File: src/rtl/mips_uart_tx_pkg.sv
// Shared definitions for the memory-mapped UART transmitter: register map,
// FSM encoding, register bit positions and small helpers.
package mips_uart_tx_pkg;

  localparam logic [1:0] UART_DATA    = 2'd0;
  localparam logic [1:0] UART_CTRL    = 2'd1;
  localparam logic [1:0] UART_STATUS  = 2'd2;
  localparam logic [1:0] UART_DIVISOR = 2'd3;

  typedef enum logic [1:0] {
    ST_IDLE  = 2'd0,
    ST_START = 2'd1,
    ST_DATA  = 2'd2,
    ST_STOP  = 2'd3
  } tx_state_e;

  localparam int CTRL_EN     = 0;
  localparam int CTRL_IRQ_EN = 1;

  localparam int STAT_BUSY  = 0;
  localparam int STAT_FULL  = 1;
  localparam int STAT_EMPTY = 2;
  localparam int STAT_OVF   = 3;

  // STATUS only has a 4-bit count field, so larger occupancies clamp to 15.
  function automatic logic [3:0] sat_count(input logic [31:0] cnt);
    if (cnt > 32'd15) begin
      return 4'hF;
    end else begin
      return cnt[3:0];
    end
  endfunction

  // A programmed divisor of 0 is treated as 1 cycle per bit.
  function automatic logic [15:0] eff_div(input logic [15:0] div);
    if (div == 16'd0) begin
      return 16'd1;
    end else begin
      return div;
    end
  endfunction

endpackage

File: src/rtl/mips_uart_fifo.sv
// Synchronous FIFO with one extra pointer bit to tell full from empty.
// A push on a full FIFO is accepted only when a pop happens in the same cycle.
module mips_uart_fifo #(
  parameter int DEPTH = 8,
  parameter int DW    = 8
) (
  input  logic                     clk,
  input  logic                     reset,
  input  logic                     push,
  input  logic [DW-1:0]            wdata,
  input  logic                     pop,
  output logic [DW-1:0]            rdata,
  output logic                     full,
  output logic                     empty,
  output logic [$clog2(DEPTH):0]   count
);

  localparam int AW = $clog2(DEPTH);

  logic [DW-1:0] mem_r [DEPTH];
  logic [AW:0]   wptr_r;
  logic [AW:0]   rptr_r;
  logic          push_ok_s;
  logic          pop_ok_s;

  assign empty     = (wptr_r == rptr_r);
  assign count     = wptr_r - rptr_r;
  assign full      = (count == (AW+1)'(DEPTH));
  assign pop_ok_s  = pop && !empty;
  assign push_ok_s = push && (!full || pop_ok_s);
  assign rdata     = mem_r[rptr_r[AW-1:0]];

  // Pointer update; both pointers wrap naturally through the extra MSB.
  always_ff @(posedge clk or negedge reset) begin
    if (!reset) begin
      wptr_r <= '0;
      rptr_r <= '0;
    end else begin
      if (push_ok_s) wptr_r <= wptr_r + (AW+1)'(1);
      if (pop_ok_s)  rptr_r <= rptr_r + (AW+1)'(1);
    end
  end

  // Storage array, write side only.
  always_ff @(posedge clk) begin
    if (push_ok_s) mem_r[wptr_r[AW-1:0]] <= wdata;
  end

endmodule

File: src/rtl/mips_uart_tx.sv
// Memory-mapped 8N1 UART transmitter: register file, TX FIFO, baud counter,
// framing FSM and a level IRQ raised once the FIFO has drained.
module mips_uart_tx
  import mips_uart_tx_pkg::*;
#(
  parameter int          FIFO_DEPTH = 8,
  parameter logic [15:0] DIV_RESET  = 16'd434
) (
  input  logic        clk,
  input  logic        reset,
  input  logic [29:0] Addr,
  input  logic        WE,
  input  logic [31:0] Din,
  output logic [31:0] Dout,
  output logic        IRQ,
  output logic        tx
);

  localparam int CW = $clog2(FIFO_DEPTH) + 1;

  tx_state_e     state_r;
  tx_state_e     state_nx_s;
  logic [15:0]   div_r;
  logic [15:0]   cnt_r;
  logic [15:0]   cnt_nx_s;
  logic [15:0]   reload_s;
  logic [2:0]    idx_r;
  logic [2:0]    idx_nx_s;
  logic [7:0]    shreg_r;
  logic [7:0]    shreg_nx_s;
  logic [7:0]    fifo_rdata_s;
  logic          tx_r;
  logic          tx_nx_s;
  logic          irq_r;
  logic          en_r;
  logic          irq_en_r;
  logic          ovf_r;
  logic [1:0]    reg_sel_s;
  logic          wr_data_s;
  logic          wr_ctrl_s;
  logic          wr_status_s;
  logic          wr_div_s;
  logic          pop_s;
  logic          busy_s;
  logic          full_s;
  logic          empty_s;
  logic [CW-1:0] count_s;
  logic          unused_s;

  assign reg_sel_s   = Addr[1:0];
  assign wr_data_s   = WE && (reg_sel_s == UART_DATA);
  assign wr_ctrl_s   = WE && (reg_sel_s == UART_CTRL);
  assign wr_status_s = WE && (reg_sel_s == UART_STATUS);
  assign wr_div_s    = WE && (reg_sel_s == UART_DIVISOR);
  assign busy_s      = (state_r != ST_IDLE);
  assign pop_s       = (state_r == ST_IDLE) && en_r && !empty_s;
  assign reload_s    = eff_div(div_r) - 16'd1;
  assign tx          = tx_r;
  assign IRQ         = irq_r;
  assign unused_s    = ^{Addr[29:2], Din[31:16]};

  mips_uart_fifo #(
    .DEPTH (FIFO_DEPTH),
    .DW    (8)
  ) u_fifo (
    .clk   (clk),
    .reset (reset),
    .push  (wr_data_s),
    .wdata (Din[7:0]),
    .pop   (pop_s),
    .rdata (fifo_rdata_s),
    .full  (full_s),
    .empty (empty_s),
    .count (count_s)
  );

  // Software-visible registers; overflow is sticky until STATUS bit 3 is written.
  always_ff @(posedge clk or negedge reset) begin
    if (!reset) begin
      en_r     <= 1'b0;
      irq_en_r <= 1'b0;
      div_r    <= DIV_RESET;
      ovf_r    <= 1'b0;
    end else begin
      if (wr_ctrl_s) begin
        en_r     <= Din[CTRL_EN];
        irq_en_r <= Din[CTRL_IRQ_EN];
      end
      if (wr_div_s) div_r <= Din[15:0];
      if (wr_data_s && full_s && !pop_s) begin
        ovf_r <= 1'b1;
      end else if (wr_status_s && Din[STAT_OVF]) begin
        ovf_r <= 1'b0;
      end
    end
  end

  // Framing state, baud counter, shifter and the registered line/IRQ outputs.
  always_ff @(posedge clk or negedge reset) begin
    if (!reset) begin
      state_r <= ST_IDLE;
      cnt_r   <= 16'd0;
      idx_r   <= 3'd0;
      shreg_r <= 8'd0;
      tx_r    <= 1'b1;
      irq_r   <= 1'b0;
    end else begin
      state_r <= state_nx_s;
      cnt_r   <= cnt_nx_s;
      idx_r   <= idx_nx_s;
      shreg_r <= shreg_nx_s;
      tx_r    <= tx_nx_s;
      irq_r   <= irq_en_r && en_r && empty_s && !busy_s;
    end
  end

  // Next-state logic; every bit period reloads from the live DIVISOR value.
  always_comb begin
    state_nx_s = state_r;
    cnt_nx_s   = cnt_r;
    idx_nx_s   = idx_r;
    shreg_nx_s = shreg_r;
    tx_nx_s    = 1'b1;
    case (state_r)
      ST_IDLE: begin
        if (pop_s) begin
          state_nx_s = ST_START;
          shreg_nx_s = fifo_rdata_s;
          cnt_nx_s   = reload_s;
        end else begin
          cnt_nx_s   = cnt_r;
        end
      end
      ST_START: begin
        if (cnt_r == 16'd0) begin
          state_nx_s = ST_DATA;
          idx_nx_s   = 3'd0;
          cnt_nx_s   = reload_s;
        end else begin
          cnt_nx_s   = cnt_r - 16'd1;
        end
      end
      ST_DATA: begin
        if (cnt_r == 16'd0) begin
          cnt_nx_s = reload_s;
          if (idx_r == 3'd7) begin
            state_nx_s = ST_STOP;
          end else begin
            idx_nx_s   = idx_r + 3'd1;
          end
        end else begin
          cnt_nx_s = cnt_r - 16'd1;
        end
      end
      ST_STOP: begin
        if (cnt_r == 16'd0) begin
          state_nx_s = ST_IDLE;
        end else begin
          cnt_nx_s   = cnt_r - 16'd1;
        end
      end
      default: begin
        state_nx_s = ST_IDLE;
      end
    endcase
    case (state_nx_s)
      ST_START: tx_nx_s = 1'b0;
      ST_DATA:  tx_nx_s = shreg_nx_s[idx_nx_s];
      default:  tx_nx_s = 1'b1;
    endcase
  end

  // Read mux; a same-cycle write is visible only after the clock edge.
  always_comb begin
    Dout = 32'd0;
    case (reg_sel_s)
      UART_DATA:    Dout = 32'd0;
      UART_CTRL:    Dout = {30'd0, irq_en_r, en_r};
      UART_STATUS:  Dout = {24'd0, sat_count(32'(count_s)), ovf_r, empty_s, full_s, busy_s};
      UART_DIVISOR: Dout = {16'd0, div_r};
      default:      Dout = 32'd0;
    endcase
  end

endmodule
File: config.mk
export PLATFORM = sky130hd
export DESIGN_NAME = mips_uart_tx
export DESIGN_NICKNAME = d
export VERILOG_FILES = /design/src/rtl/mips_uart_tx_pkg.sv /design/src/rtl/mips_uart_fifo.sv /design/src/rtl/mips_uart_tx.sv
export SDC_FILE = /design/constraint.sdc
export NUM_CORES = 1
export LEC_CHECK = 0
export CAP_MARGIN = 20
export CORE_ASPECT_RATIO = 0.5
export CORE_UTILIZATION = 40
export CTS_BUF_LIST = sky130_fd_sc_hd__clkbuf_8
export DETAILED_ROUTE_END_ITERATION = 6
export MAX_ROUTING_LAYER = met4
export PLACE_DENSITY_LB_ADDON = 0.1
export REMOVE_ABC_BUFFERS = 1
export SLEW_MARGIN = 5
export SYNTH_ARGS = -nofsm -noshare
export SYNTH_HDL_FRONTEND = slang
export SYNTH_SLANG_ARGS = --single-unit
File: constraint.sdc
create_clock -name clk -period 3.9 [get_ports clk]
set_clock_uncertainty 0.15 [all_clocks]
set_input_delay 0.975 -clock clk [delete_from_list [all_inputs] [get_ports clk]]
set_output_delay 0.975 -clock clk [all_outputs]
set_load 0.03 [all_outputs]
* Word-level counts from Yosys, hierarchy flattened
Memories as Yosys holds them, arrays and structs flattened.
Index checks and enable logic that the tools add are counted.
** Operators by class
- $add $sub $neg :: 6
- Order comparisons :: 1
- Eq/ne operators :: 13
- Multiplexer cells :: 25
- Reductions and logical operators :: 27
** Operators with widths (number)
- 32-bit case mux with 4 select lines :: 1
- 16-bit two-way mux :: 4
- 16-bit case mux with 3 select lines :: 1
- 16-bit zero test :: 2
- 16-bit by 1-bit subtractor with 16-bit output (second input constant) :: 2
- 8-bit two-way mux :: 2
- 1-bit logical AND :: 14
- 2-bit == test (second input constant) :: 5
- 2-bit two-way mux :: 5
- 3-bit two-way mux :: 3
- 4-bit by 1-bit adder with 4-bit output (second input constant) :: 2
- 2-bit case mux with 4 select lines :: 1
- 2-bit by 1-bit == test with 1-bit output (second input constant) :: 3
- 3-bit case mux with 2 select lines :: 1
- 1-bit two-way mux :: 5
- 4-bit == test :: 1
- 4-bit == test (second input constant) :: 1
- 1-bit zero test :: 4
- 2-bit zero test :: 2
- 3-bit by 4-bit less-than comparator with 1-bit output (second input constant) :: 1
- 2-bit inequality test (second input constant) :: 2
- 2-bit nonzero test :: 2
- 4-bit subtractor :: 1
- 3-bit by 1-bit adder with 3-bit output (second input constant) :: 1
- other kinds (6) :: 6
** Storage, ports and cells
- Register bits :: 58
- RAM bits :: 64
- Bits of input ports :: 65
- Output and inout port bits :: 34
- Logic and storage cells :: 85
- Memories :: 1
** Memories
- u_fifo.mem_r :: words 8, bits a word 8, rd ports 1, clocked after Yosys merged registers in 0, write ports 1, RTL line mips_uart_fifo.sv:20 : logic [DW-1:0] mem_r [DEPTH];

* Depth between registers and ports, before layout
- Depth in word-level cells :: 8
- Gate-level depth with buffers :: 13
- Depth with buffers taken out :: 11

* By module
From an unflattened synthesis, not the netlist that was laid out.
** Second synthesis, totals
- Cells, all modules :: 515
- Area, all modules :: 6185.9 um^2
** Modules (own cells, without submodules)
- mips_uart_tx :: instances 1, cells each 347, area each 3228.1 um^2, seq. area each 1258.7 um^2
- mips_uart_fifo :: instances 1, cells each 168, area each 2957.8 um^2, seq. area each 2122.0 um^2

* Worst setup path after synthesis
No wires, ideal clock.
- Path kind :: reg2out
- Start :: reg u_fifo.rptr_r[1]
- End :: out Dout[7]
- Arrival :: 2.362 ns
- Data required time :: 2.775 ns
- Path slack :: 0.413 ns
- Cell stages (with the launch flop) :: 11
- Path buffers :: 2
- Cells stage by stage :: dfrtp_1 -> buf_2 -> buf_1 -> inv_1 -> ha_1 -> nor2b_1 -> o21ai_0 -> nand3_1 -> and2_1 -> mux2_2 -> and2_1
** On the way
- Word-level cells in the longest chain between the ends :: 2
** RTL lines
- start, declared :: RTL line mips_uart_fifo.sv:22 : logic [AW:0] rptr_r;
- start signal, assigned :: RTL line mips_uart_fifo.sv:40 : if (pop_ok_s) rptr_r <= rptr_r + (AW+1)'(1);
- 4-bit subtractor :: RTL line mips_uart_fifo.sv:27 : assign count = wptr_r - rptr_r;
- 32-bit case mux with 4 select lines :: RTL line mips_uart_tx.sv:176 : case (reg_sel_s)
- end, declared :: RTL line mips_uart_tx.sv:14 : output logic [31:0] Dout,
No other way between the ends. The select of a mux whose other input is x is not followed.

* Worst setup path in the final report
- Start :: reg u_fifo.wptr_r[1]
- End :: out Dout[7]
** On the way
- Word-level cells in the longest chain between the ends :: 2
** RTL lines
- start, declared :: RTL line mips_uart_fifo.sv:21 : logic [AW:0] wptr_r;
- start signal, assigned :: RTL line mips_uart_fifo.sv:39 : if (push_ok_s) wptr_r <= wptr_r + (AW+1)'(1);
- 4-bit subtractor :: RTL line mips_uart_fifo.sv:27
- 32-bit case mux with 4 select lines :: RTL line mips_uart_tx.sv:176
No other way between the ends. The select of a mux whose other input is x is not followed.

==> flow_summary.yaml <==
outcome:
  outcome: "completed"
place:
  pre_cts_ws_ps: 249
  globalplace.congestion: 0.859
  io_buffers: 38
  dp_hpwl_um: 9160
cts:
  holdBufCountCts: 0
  clk_latency_ps: 440
  cts_resized: 1
  cts_buffers: 17
  cts_sinks: 122
  root_buffer: "clkbuf_8"
  cts_tree: "done"
  post_cts_buffers: 0
  clk_path_buf_depth: 2
  htree_num_levels: 4
  path_clk_slew_ps: 80
cells_and_area:
  antennaDiodeCount: 0
  nets: 638
  multi_input_area_um2: 2500
  drive_gt1_share_pct: 21.6
  area_delta_synth_final_pct: 15.9
  ff_latch_area_um2: 3380
  fillers: 1331
worst_setup_path:
  crit_slowest_cell: "dfrtp_1"
  crit_family: "simple AND/OR/NAND/NOR gates"
  worstPathArrival_ps: 2570
  worst-path-stages: 8
  crit_chain: "ha_1 -> nor2b_1 -> o21ai_1 -> nand3_1 -> and2_1 -> mux2_2 -> and2_1 -> dlygate4sd2_1"
  r2r_cells: 10
  worstPathRequired_ps: 2770
  timing.rr.end: "cnt_r[6]"
  cp_max_fo: 7
  cpPeakStageDelay_ps: 460
  rrSetupSlack_ps: 790
  critPathBufInv: 1
  crit_path_end_kind: "output port"
  critPathKind: "reg -> out"
  path_common_cell: "and2_1"
  timing.rr.start: "div_r[9]"
  cp-start-kind: "register"
synthesis:
  synth_compound_gate_area_share_pct: 10.1
  ys_ff_latch: 122
  synth_cell_types: 58
  avgSynthCellArea_um2: 12.2
  yosys.area_share.xor_xnor_pct: 2.86
  synth-adder-area-share_pct: 2.78
  async_flop_share_pct: 47.5
  synthMuxAreaShare_pct: 12.1
  yosys.area_share.simple_pct: 12.0
  syn_area_um2: 6120
  yosysSeqAreaShare_pct: 55.3
  synth_top_family_by_area: "multiplexers"
  syn_inst: 503
  synth_ff_type: "edfxtp_1"
  yosysWarnings: 0
  synth_edf_count: 64
power:
  power.density_nw_per_um2: 687
  p_leak_nw: 2.81
  vdd_ir_drop_max_v: 0.000252
route:
  totalWireLength_um: 13400
  drtPass1Iterations: 4
  drt_iter0_markers: 214
  vias: 4053
  wl_per_cell_um: 17.4
  postRouteAntennaNets: 0
  drc_errors: 0
  viasPerCell: 5.26
global_route:
  overflow: 0
  grt_usage_pct: 18.8
  antenna_found_initial: 0
  grt_pass1_vias: 3963
  grt_max_degree: 28
  grt_pass1_wl_um: 21300
floorplanning:
  die_w_um: 177
  dieArea_um2: 15800
  core-area_um2: 14700
  ios: 99
  start_util_pct: 41.6
  dieHeight_um: 89.4
  rows: 31
timing:
  setup_viol: 0
  fin_tns_setup_ps: 0
  fin_ws_ps: 204
  fin_crit_sh_pct: 94.8
  hold_viol_final: 0
  worst_slew_pin_slew_ps: 643
  max_slew_margin_pct: 57.1
  slew_viol_final: 0
  min_period_ps: 3700
  max_freq_ghz: 0.271
  rsz0062_at_grt: "no"
run:
  maxCapViolCount: 0
hold_path:
  hold_path.class: "in -> async"
[through the flow]
stage	instances	util (%)	hold slack, ps	total power [mW]	instance area [µm²]
6_report	771	48.2	304	4.87	7090
2_1_floorplan	482	-	306	3.21	5960
4_1_cts	771	48.2	296	4.93	7090
3_3_place_gp	739	45.6	326	3.79	6700
5_1_grt	771	48.2	314	5.23	7090
3_5_place_dp	739	45.6	326	3.81	6700
[how the worst max path moves through the flow]
stage	end	from
after global placement	Dout[7]	Addr[0]
after detailed placement	Dout[7]	Addr[0]
after CTS	Dout[7]	u_fifo.wptr_r[1]
final	Dout[7]	u_fifo.wptr_r[1]
after floorplan	u_fifo.mem_r[1][0]	u_fifo.rptr_r[0]
after global routing	Dout[7]	u_fifo.wptr_r[1]
[cells by family (layout without fill, tap and decap cells)]
logic type                 count (synthesis)  after routing
and+or+nand+nor                          141            141
DFF                                      122            122
AOI/OAI and AO/OA                         97             97
buffers and inverters                     58            113
muxes                                     51             51
xor gates and xnor gates                  20             20
adders and majority gates                 13             13
other                                      1             16
[report_power, final]
| part | total, mW | leakage [nW] | switching (mW) | internal, mW |
|---|---|---|---|---|
| clock | 1.12 | 0.198 | 0.590 | 0.530 |
| combinational | 1.92 | 1.33 | 1.10 | 0.821 |
| sequential | 1.83 | 1.28 | 0.221 | 1.61 |
[Yosys cell counts (8+ instances only)]
| library cell | count | area [µm²] |
|---|---|---|
| o21ai_0 | 36 | 180 |
| nand2_1 | 40 | 150 |
| clkbuf_1 | 11 | 41.3 |
| mux2i_1 | 12 | 120 |
| a21oi_1 | 17 | 85.1 |
| edfxtp_1 | 64 | 1920 |
| dfrtp_1 | 52 | 1300 |
| ha_1 | 12 | 150 |
| and3_1 | 8 | 50.1 |
| nor3_1 | 13 | 65.1 |
| xnor2_1 | 10 | 87.6 |
| and2_1 | 10 | 62.6 |
| nor2_1 | 28 | 105 |
| inv_1 | 21 | 78.8 |
| mux4_2 | 16 | 360 |
| buf_4 | 19 | 143 |
| xor2_1 | 10 | 87.6 |
| mux2_2 | 23 | 259 |
[layout by cell type (no fill, tap or decap), types with 4 or more instances in the layout]
cell type        synthesis  routed
and3_1                   8       8
nand3_1                  7       7
dfstp_2                  6       6
nand2b_1                 4       4
inv_1                   21      21
nor3_1                  13      13
ha_1                    12      12
a21oi_1                 17      17
nor2b_1                  7       7
clkdlybuf4s50_1          0      21
inv_6                    0       6
edfxtp_1                64      64
buf_4                   19      36
a22o_1                   6       6
nor2_1                  28      28
clkbuf_8                 0      17
nand2_1                 40      40
o21ai_1                  3       4
nor4_1                   6       6
mux2_2                  23      23
xor2_1                  10      10
o21ai_0                 36      35
xnor2_1                 10      10
dfrtp_1                 52      52
a31oi_1                  4       4
o22ai_1                  7       7
mux4_2                  16      16
mux2i_1                 12      12
nand4_1                  4       4
conb_1                   1      16
and2_1                  10      10
[registers in the layout (all words and copies together) (netlist names)]
signal,count
IRQ,1
cnt_r,16
div_r,16
en_r,1
idx_r,3
irq_en_r,1
ovf_r,1
shreg_r,8
state_r,2
tx,1
u_fifo.mem_r,64
u_fifo.rptr_r,4
u_fifo.wptr_r,4
[layout make-up]
cell class | count | area share (%)
clock buffer | 17 | 3.30
clock inverter | 15 | 2.19
inverter | 22 | 1.16
multi-input combinational | 338 | 35.2
sequential | 122 | 47.7
tap | 198 | 3.49
timing repair buffer | 59 | 6.97
[metal layers]
layer | vias up | GRT usage (%) | part of all wire [%]
li1 | 1957 | - | -
met1 | 1996 | 24.6 | 49
met2 | 94 | 29.7 | 46
met3 | 6 | 3.53 | 4.4
met4 | 0 | 6.11 | 0.49
met5 | - | - | 0
Power figures use the tool's default switching activity.
